<file path="src/rtl/ysyx_22051468_reg_scoreboard.sv">
// ysyx_22051468_reg_scoreboard: per-register outstanding-write tracker gating decode-to-execute issue
module ysyx_22051468_reg_scoreboard #(
    parameter int NREG   = 32,
    parameter int CNT_W  = 2,
    parameter int PERF_W = 32,
    localparam int IW    = $clog2(NREG)
) (
    input  logic              clk,
    input  logic              rst_n,
    input  logic              issue_valid,
    output logic              issue_ready,
    input  logic [IW-1:0]     rd,
    input  logic [IW-1:0]     rs1,
    input  logic [IW-1:0]     rs2,
    input  logic              rd_need,
    input  logic              rs1_need,
    input  logic              rs2_need,
    input  logic              wb_valid,
    input  logic [IW-1:0]     wb_rd,
    input  logic              flush,
    output logic [NREG-1:0]   busy_vec,
    output logic [PERF_W-1:0] stall_cnt,
    output logic              wb_err
);
    logic [CNT_W-1:0] cnt [NREG];
    logic [NREG-1:0]  inc_vec;
    logic [NREG-1:0]  dec_vec;
    logic             hazard;
    logic             fire;
    logic             wb_bad;

    // Busy flags and per-register inc/dec strobes; x0 never tracked
    always_comb begin
        busy_vec = '0;
        inc_vec  = '0;
        dec_vec  = '0;
        for (int i = 0; i < NREG; i++) begin
            busy_vec[i] = |cnt[i];
            inc_vec[i]  = (i != 0) && fire && rd_need && (rd == IW'(i));
            dec_vec[i]  = (i != 0) && wb_valid && (wb_rd == IW'(i)) && (|cnt[i]);
        end
    end

    assign hazard      = (rs1_need & busy_vec[rs1]) | (rs2_need & busy_vec[rs2])
                       | (rd_need & (|rd) & (&cnt[rd]));
    assign issue_ready = !hazard && !flush;
    assign fire        = issue_valid && issue_ready;
    assign wb_bad      = wb_valid && (|wb_rd) && !(|cnt[wb_rd]);

    // Counters, stall counter and sticky writeback error; flush wins over inc/dec
    always_ff @(posedge clk) begin
        if (!rst_n) begin
            for (int r = 0; r < NREG; r++) cnt[r] <= '0;
            stall_cnt <= '0;
            wb_err    <= 1'b0;
        end else begin
            stall_cnt <= stall_cnt + PERF_W'(issue_valid && !issue_ready);
            if (flush) begin
                for (int r = 0; r < NREG; r++) cnt[r] <= '0;
            end else begin
                for (int r = 0; r < NREG; r++)
                    cnt[r] <= cnt[r] + CNT_W'(inc_vec[r]) - CNT_W'(dec_vec[r]);
                if (wb_bad) wb_err <= 1'b1;
            end
        end
    end
endmodule

</file>
<file path="config.mk">
export PLATFORM = sky130hd
export DESIGN_NAME = ysyx_22051468_reg_scoreboard
export DESIGN_NICKNAME = d
export VERILOG_FILES = /design/src/rtl/ysyx_22051468_reg_scoreboard.sv
export SDC_FILE = /design/constraint.sdc
export NUM_CORES = 1
export LEC_CHECK = 0
export BUFFER_PORTS_ARGS = -buffer_cell sky130_fd_sc_hd__buf_2
export CORE_MARGIN = 10
export CORE_UTILIZATION = 37
export DETAILED_ROUTE_END_ITERATION = 10
export PLACE_DENSITY = 0.64
export RECOVER_POWER = 50
export SYNTH_ARGS = -nofsm -noshare
export SYNTH_HDL_FRONTEND = slang
export SYNTH_SLANG_ARGS = --single-unit
export TNS_END_PERCENT = 30
</file>
<file path="constraint.sdc">
create_clock -name clk -period 9.1 [get_ports clk]
set_input_delay 1.365 -clock clk [delete_from_list [all_inputs] [get_ports clk]]
set_output_delay 1.365 -clock clk [all_outputs]
set_load 0.01 [all_outputs]
</file>
Word level (Yosys, flattened, before mapping)
Memories as Yosys holds them, arrays and structs flattened.
Cells that the tools add are included.

storage, ports and cells
  memories = 1
  memory bits (read-only) = 0
  latch bits = 0
  input bits = 28
  bits in writable memories = 64
  flip-flop bits (word level) = 33
  output and inout port bits = 66

cells by class
  equality and inequality tests = 62
  reduce and logical (&&, ||, !) cells = 140
  mux-type cells = 75
  bitwise gates (word level) = 71
  div/mod/pow operators = 0
  multiply operators = 0
  shift-type cells = 0
  order comparisons = 2
  add/sub/neg operators = 63

memories
  memory  words  bits a word  read ports  clocked after Yosys merged registers in  write ports  RTL line  text
  cnt     32     2            34          0                                        32           25        logic [CNT_W-1:0] cnt [NREG];

operator list
  operator                                                              number
  5-bit == test, second input constant                                  32
  2-bit 2-to-1 mux                                                      64
  1-bit logical AND                                                     99
  5-bit by 4-bit == test with 1-bit output, second input constant       16
  1-bit OR                                                              66
  2-bit OR reduction                                                    33
  2-bit by 1-bit adder with 2-bit output                                31
  2-bit by 1-bit subtractor with 2-bit output                           31
  5-bit by 3-bit == test with 1-bit output, second input constant       8
  32-bit by 1-bit adder with 32-bit output                              1
  5-bit by 2-bit == test with 1-bit output, second input constant       4
  5-bit by 6-bit < comparator with 1-bit output, second input constant  2
  1-bit binary-select mux with 5-bit select                             2
  5-bit by 1-bit == test with 1-bit output, second input constant       2
  5-bit OR reduction                                                    2
  1-bit 2-to-1 mux                                                      9
  1-bit bitwise AND                                                     4
  1-bit logical NOT                                                     4
  2-bit AND reduction                                                   2
  1-bit NOT                                                             1

Longest topological paths before layout
Gate-level depths: netlist (run 1).
An unclocked memory read counts as a cell.

  depth in word-level cells = 15
  gate-level depth with buffers = 16
  mapped depth without buffers = 15

Worst setup path after synthesis (run 1)
OpenSTA, ideal clock, no wires.

  path kind = input to register
  start = input port rs2[0]
  end = register stall_cnt[28]
  slack = 4.626 ns
  cell stages on the path = 15
  data arrival time = 4.359 ns
  data required time = 8.985 ns
  setup time = 0.115 ns
  buffers on the path = 1
  cell sequence = buf_6 inv_4 mux4_2 and2_0 o32a_1 o22ai_4 o21a_1 ha_1 ha_1 and4_1 nand2_1 nor3_2 nand4_1 xnor2_1 and2_1

on the way
  longest elaborated chain between the ends = 10

RTL lines
  element                                    RTL line  text
  start, declared                            14        input logic [IW-1:0] rs2,
  1-bit binary-select mux with 5-bit select  44        assign hazard = (rs1_need & busy_vec[rs1]) | (rs2_need & busy_vec[rs2])
  1-bit 2-to-1 mux (implied by the code)     44
  1-bit bitwise AND                          44
  1-bit OR                                   44
  1-bit OR                                   45        | (rd_need & (|rd) & (&cnt[rd]));
  1-bit logical NOT                          46        assign issue_ready = !hazard && !flush;
  1-bit logical AND                          46
  1-bit logical NOT                          57        stall_cnt <= stall_cnt + PERF_W'(issue_valid && !issue_ready);
  1-bit logical AND                          57
  32-bit by 1-bit adder with 32-bit output   57
  end signal, assigned                       57
  end, declared                              22        output logic [PERF_W-1:0] stall_cnt,

No other way between the ends. The select of a mux whose other input is x is not followed.
A chain may end at the register's enable or synchronous reset.

Worst setup path after layout (run 1)
  start = input port rd[1]
  end = output port issue_ready

on the way
  longest elaborated chain between the ends = 6
  elaborated cells between the ends (all ways) = 8
  those cells by class = bitwise (3); reduce/logical (4); memory (1)

RTL lines
  element                                                       RTL line  text
  start, declared                                               12        input logic [IW-1:0] rd,
  memory read 32 x 2 bit or 5-bit OR reduction (tied branches)  --
  2-bit AND reduction or 1-bit bitwise AND (tied branches)      45
  1-bit bitwise AND *                                           45
  1-bit OR *                                                    45
  1-bit logical NOT *                                           46
  1-bit logical AND *                                           46
  end, declared                                                 11        output logic issue_ready,

Mark *: on every way between the ends. The rest lies on a longest branch, timed or not.

==> reports/metrics.cfg, run 1 <==
[run_status]
violations=max-capacitance violations
outcome=complete, but fails checks

[final_layout]
fillers=2057
fin_nets=1062
layout-drive-gt1-share=0.08410
final_cell_mix=inv_1, nor3_1, nor2_1
register_area_um2=2522
layout_commonest_cell=inv_1
post-route-util=0.4268
multi_input_area_um2=4732
diodes=0
area_growth_syn_to_layout_pct=13.22

[synth]
yosysTopAreaCellShare=0.2441
synth_ff_type=edfxtp_1
yosysWarnings=0
synth_area_leaders=edfxtp_1, ha_1, dfxtp_1
ys_seq_area_frac=0.3307
syn_inst=844
async_flop_share=0
syn_area_per_cell_um2=9.037
ys_seq_elements=95
yosysTopAreaCell=edfxtp_1
synth-edff-count=62
ys_types=62
netlist_area_um2=7627

[sta]
finalSetupViolCount=0
fin_skew_ns=0.01760
worstMarginPinSlew_ns=1.458
tns_ns=0
rsz0062_at_grt=no
hold_viol=0
post-route-period-util=0.6937
min_period_ns=6.313
relSlewSlack=0.02515
fmax_mhz=158.4
slew_viol_final=0

[critical_path]
critPathMaxStageDelay_ns=1.14
crit_required_ns=7.74
worstSetupStartpointType=primary input
worstSetupPathType=in -> out
path_max_fanout=33
path_cells=clkbuf_1 -> and3b_1 -> a311oi_1 -> a2111oi_0 -> nor4_2 -> nand4_1 -> nor2_1 -> buf_2
crit_slowest_cell=nand4_1
cp-end-kind=output pin
critical_path_arrival_ns=4.95

[global_routing]
grt_usage=0.1650
antenna_found_initial=1
grt_max_degree=38
grt_pass1_vias=6244
gr-total-overflow=0
grt_pass1_wl_um=34390

[power]
vdd_drop_max_uv=84.44
p_leak_nw=3.805
power_density_nw_per_um2=121.9

[drt]
drtIter0Drc=444
wire_per_inst_um=17.76
drc=0
detail-route-antenna-nets=0
vias_per_cell=5.129
finalWirelength_um=22110
dr.pass1.iters=5
vias=6385

[clock_network]
clock_latency_ns=0.37
cts_max_level=3
numCtsBuffers=9
root_buffer=clkbuf_16
cts_setup_buffers=0
clock_sinks=95
clk_pin_slew_ns=0.08
cts_tree=yes
clk_path_buf_depth=2
cts_resized=0
hold_buffers=0

[place]
io_buffers=92
gp_congestion=0.8905
post-dp-hpwl_um=17140

[flow_run]
maxCapViolCount=1

[floorplan]
start_util=0.3769
die-width_um=163.6
design.portCount=94
die_h_um=163.6
die_area_um2=26760
core_area_um2=20230
num_rows=52

[worst_hold_path]
hold_path_class=reg -> reg

[kinds of logic (layout without fill, tap and decap cells)]
kind of cell               Yosys count  after routing  share of synthesized area
buffers and inverters              135            205                    0.07677
muxes                               33             33                    0.07546
other                                2             63                  0.0009846
and+or+nand+nor                    366            366                     0.2528
DFF                                 95             95                     0.3307
xor gates and xnor gates            89             89                     0.1022
adders and majority gates           64             64                     0.1050
AOI/OAI and AO/OA                   60             60                    0.05611
[final cells by class]
class,count,area share
Inverter,95,0.04158
Multi-Input combinational cell,675,0.5480
Timing Repair Buffer,94,0.04549
Clock buffer,10,0.02651
Clock inverter,6,0.007244
Sequential cell,95,0.2921
Tap cell,270,0.03912
[cells in the mapped netlist, types with 3 or more instances]
master,n
buf_6,9
edfxtp_1,62
buf_2,3
clkbuf_1,25
a221oi_1,3
o2111ai_1,3
nor3b_1,8
inv_1,94
nand2_1,56
nand4_1,12
and2_1,62
o221ai_1,3
nor3_2,5
mux2i_1,8
or3_1,3
and4_1,4
o21ai_0,10
mux2_2,6
o22ai_1,3
nor2b_1,12
dfxtp_1,33
mux4_2,19
a21oi_1,14
ha_1,64
nor3_1,71
xnor2_1,52
and3_1,9
o211ai_1,3
nand2b_1,11
xor2_1,37
and3b_1,3
nand3_1,26
or2_2,5
nor2_1,70
[routing by layer]
metal / vias up / track usage / share of wire
li1: 3097 / - / -
met1: 3025 / 0.2032 / 0.43
met2: 214 / 0.2594 / 0.45
met3: 47 / 0.04958 / 0.082
met4: 2 / 0.07717 / 0.036
met5: - / 0 / 0.00054
[final timing paths]
check        slack (ns)  cells past startpoint     startpoint             to
max                2.79                      8          rd[1]    issue_ready
min                0.48                      2  stall_cnt[31]  stall_cnt[31]
max reg2reg        4.41                     13      cnt[9][1]  stall_cnt[27]
min reg2reg        0.48                      2  stall_cnt[31]  stall_cnt[31]
[per-stage QoR]
step           area, um2  hold WS, ns  total power [W]  std cells  setup slack, ns
4_1_cts             8740       0.4831         0.001068       1245            3.700
3_3_place_gp        8448       0.4512        0.0006764       1229            3.795
5_1_grt             8636       0.5162         0.001102       1245            2.495
3_5_place_dp        8448       0.4679        0.0006794       1229            3.705
2_1_floorplan       7856       0.4896        0.0006222        905            4.626
6_report            8636       0.4832         0.001053       1245            2.787
[sequential cells by signal, summed over array words and instances, names as in the netlist]
signal	cells
cnt	62
stall_cnt	32
wb_err	1
[critical path, delay by kind of cell]
kind / cells / cell delay (ns)
buf+inv: 2 / 1.05
simple gates: 4 / 2.13
compound gates: 2 / 0.38
[power by group]
part / internal, W / leakage (nW) / switching (W)
combinational: 0.0000621 / 2.76 / 0.000112
sequential: 0.000477 / 0.904 / 0.0000174
clock: 0.000194 / 0.144 / 0.000191
Power figures use the tool's default switching activity.
==> inputs of run 2 (changes only) <==
==> constraint.sdc (replaced) <==
create_clock -name clk -period 6.3 [get_ports clk]
set_input_delay 0.945 -clock clk [delete_from_list [all_inputs] [get_ports clk]]
set_output_delay 0.945 -clock clk [all_outputs]
set_load 0.01 [all_outputs]
==> reports/metrics.cfg, run 2 (synthesis gave the netlist of run 1 again) <==
[run_status]
outcome=finished, final reports clean

[worst_hold_path]
hold_start=stall_cnt[31]
hold_path_end=stall_cnt[31]
holdPathStages=2  ; unchanged
hold_path_class=reg -> reg

[final_layout]
reg.largest.list=cnt x62, stall_cnt x32, wb_err x1
fin_nets=1063  ; +0.094%
multi_input_area_um2=4741  ; +0.19%
fillers=2041  ; -0.78%
layout_commonest_cell=inv_1
final_cell_mix=inv_1, nor3_1, nor2_1
register_area_um2=2522  ; unchanged
largest_register_ff_count=62  ; unchanged
layout-drive-gt1-share=0.08811  ; +0.004012
top_register=cnt
area_growth_syn_to_layout_pct=13.83

[sta]
finalSetupViolCount=0  ; unchanged
rsz0062_at_grt=no
min_period_ns=4.928
fmax_mhz=202.9
hold_viol=0  ; unchanged
fin_skew_ns=0.01939  ; +0.001789 ns
post-route-period-util=0.7822
hold_slack_ns=0.4829  ; -0.0003050 ns
slew_viol_final=0  ; unchanged
relSlewSlack=0.1843  ; +0.1591
tns_ns=0  ; unchanged
worstMarginPinSlew_ns=1.224  ; -0.2344 ns

[drt]
drt-met1-wl_um=9223  ; -2.4%
route.met3.wl_um=2079  ; +14%
wire_per_inst_um=17.74  ; -0.11%
vias=6372  ; -0.20%
dr.max_layer_used=met5
drc=0  ; unchanged
detail-route-antenna-nets=0  ; unchanged
dr.pass1.iters=5  ; unchanged
vias_per_cell=5.110  ; -0.36%
finalWirelength_um=22130  ; about the same
drtIter0Drc=443  ; -0.23%
wl_met2_um=10140  ; +1.1%

[clock_network]
clock_latency_ns=0.37  ; about the same
clk_pin_slew_ns=0.08  ; about the same
hold_buffers=0  ; unchanged
clock_sinks=95  ; unchanged
numCtsBuffers=9  ; unchanged
cts_max_level=3  ; unchanged
clk_path_buf_depth=2  ; unchanged
root_buffer=clkbuf_16
cts_tree=yes
cts_resized=0  ; unchanged
cts_setup_buffers=0  ; unchanged

[floorplan]
die-width_um=163.6  ; unchanged
die_h_um=163.6  ; unchanged
num_rows=52  ; unchanged
design.portCount=94  ; unchanged
core_area_um2=20230  ; unchanged
die_area_um2=26760  ; unchanged
start_util=0.3769  ; unchanged

[critical_path]
reg2reg_from=cnt[22][1]
reg2reg_depth=15  ; +2
r2r_setup_slack_ns=2.38  ; -2.03 ns
worstSetupPathType=in -> reg
path_delay_family=simple AND/OR/NAND/NOR gates
critPathMostFrequentCell=ha_1
crit_slowest_cell=clkbuf_1
crit_required_ns=6.57  ; -1.17 ns
critPathMaxStageDelay_ns=0.87  ; -0.27 ns
r2r-end=stall_cnt[30]
critical_path_buf_inv_count=1  ; -1
path_cells=clkbuf_1 -> nor2b_1 -> a22o_1 -> a221oi_1 -> o221ai_1 -> o22ai_4 -> o21a_1 -> ha_1 -> ha_1 -> and4_1 -> nand2_1 -> nor3_2 -> nand4_1 -> xnor2_1 -> and2_1
critical_path_arrival_ns=5.19  ; +0.24 ns
worstSetupStartpointType=primary input
path_max_fanout=22  ; -33%
cp.depth=15  ; +7
cp-end-kind=flip-flop

[global_routing]
grt_max_degree=38  ; unchanged
grt_usage=0.1670  ; +0.001996
antenna_found_initial=2  ; +1
grt_pass1_vias=6221  ; -0.37%
grt_pass1_wl_um=34570  ; +0.52%
gr-total-overflow=0  ; unchanged

[place]
post-dp-hpwl_um=17150  ; about the same
io_buffers=92  ; unchanged
gp_congestion=0.9239  ; +3.8%

[power]
vdd_drop_max_uv=137.0  ; +62%
power_density_nw_per_um2=179.8  ; +47%
p_leak_nw=3.827  ; +0.57%

[flow_run]
maxCapViolCount=0  ; -1

run 2: worst max-delay path by stage:
stage	end	startpoint	slack, ns
after floorplan	stall_cnt[28]	rs2[0]	2.25
after global placement	stall_cnt[28]	rd[1]	1.70
after detailed placement	stall_cnt[30]	rd[1]	1.56
after CTS	stall_cnt[30]	rd[1]	1.93
after global routing	stall_cnt[16]	rd[1]	1.10
final	stall_cnt[30]	rd[1]	1.37
run 2: per-layer routing:
metal	track usage	vias to the layer above
li1	-	3101
met3	0.04807	42
met2	0.2642	261
met4	0.07839	2
met5	0	-
met1	0.2056	2966
run 2: per-stage QoR:
| stage | instance area, um2 | instances | setup slack, ns | util | total power, W |
|---|---|---|---|---|---|
| 2_1_floorplan | 7856 | 905 | 2.246 | - | 0.0008987 |
| 3_3_place_gp | 8456 | 1230 | 1.701 | 0.4179 | 0.0009773 |
| 3_5_place_dp | 8456 | 1230 | 1.556 | 0.4179 | 0.0009814 |
| 4_1_cts | 8773 | 1246 | 1.929 | 0.4336 | 0.001579 |
| 5_1_grt | 8682 | 1247 | 1.096 | 0.4291 | 0.001628 |
| 6_report | 8682 | 1247 | 1.372 | 0.4291 | 0.001561 |
run 2: worst min-delay path: stages, from the launching register on:
cell and delay [ns]:
dfxtp_1 0.33, nand2_1 0.05, mux2i_1 0.06
run 2: final cells by class:
type / count / share of cell area
Multi-Input combinational cell: 675 / 0.5460
Inverter: 95 / 0.04136
Clock buffer: 11 / 0.03041
Sequential cell: 95 / 0.2905
Antenna cell: 1 / 0.0002882
Tap cell: 270 / 0.03891
Timing Repair Buffer: 95 / 0.04626
Clock inverter: 5 / 0.006197
run 2: where the power goes:
group / leakage [nW] / internal, W / switching [W]
Clock: 0.159 / 0.000315 / 0.000279
Combinational: 2.76 / 0.0000907 / 0.000162
Sequential: 0.904 / 0.000688 / 0.0000257
Total: 3.83 / 0.00109 / 0.000467
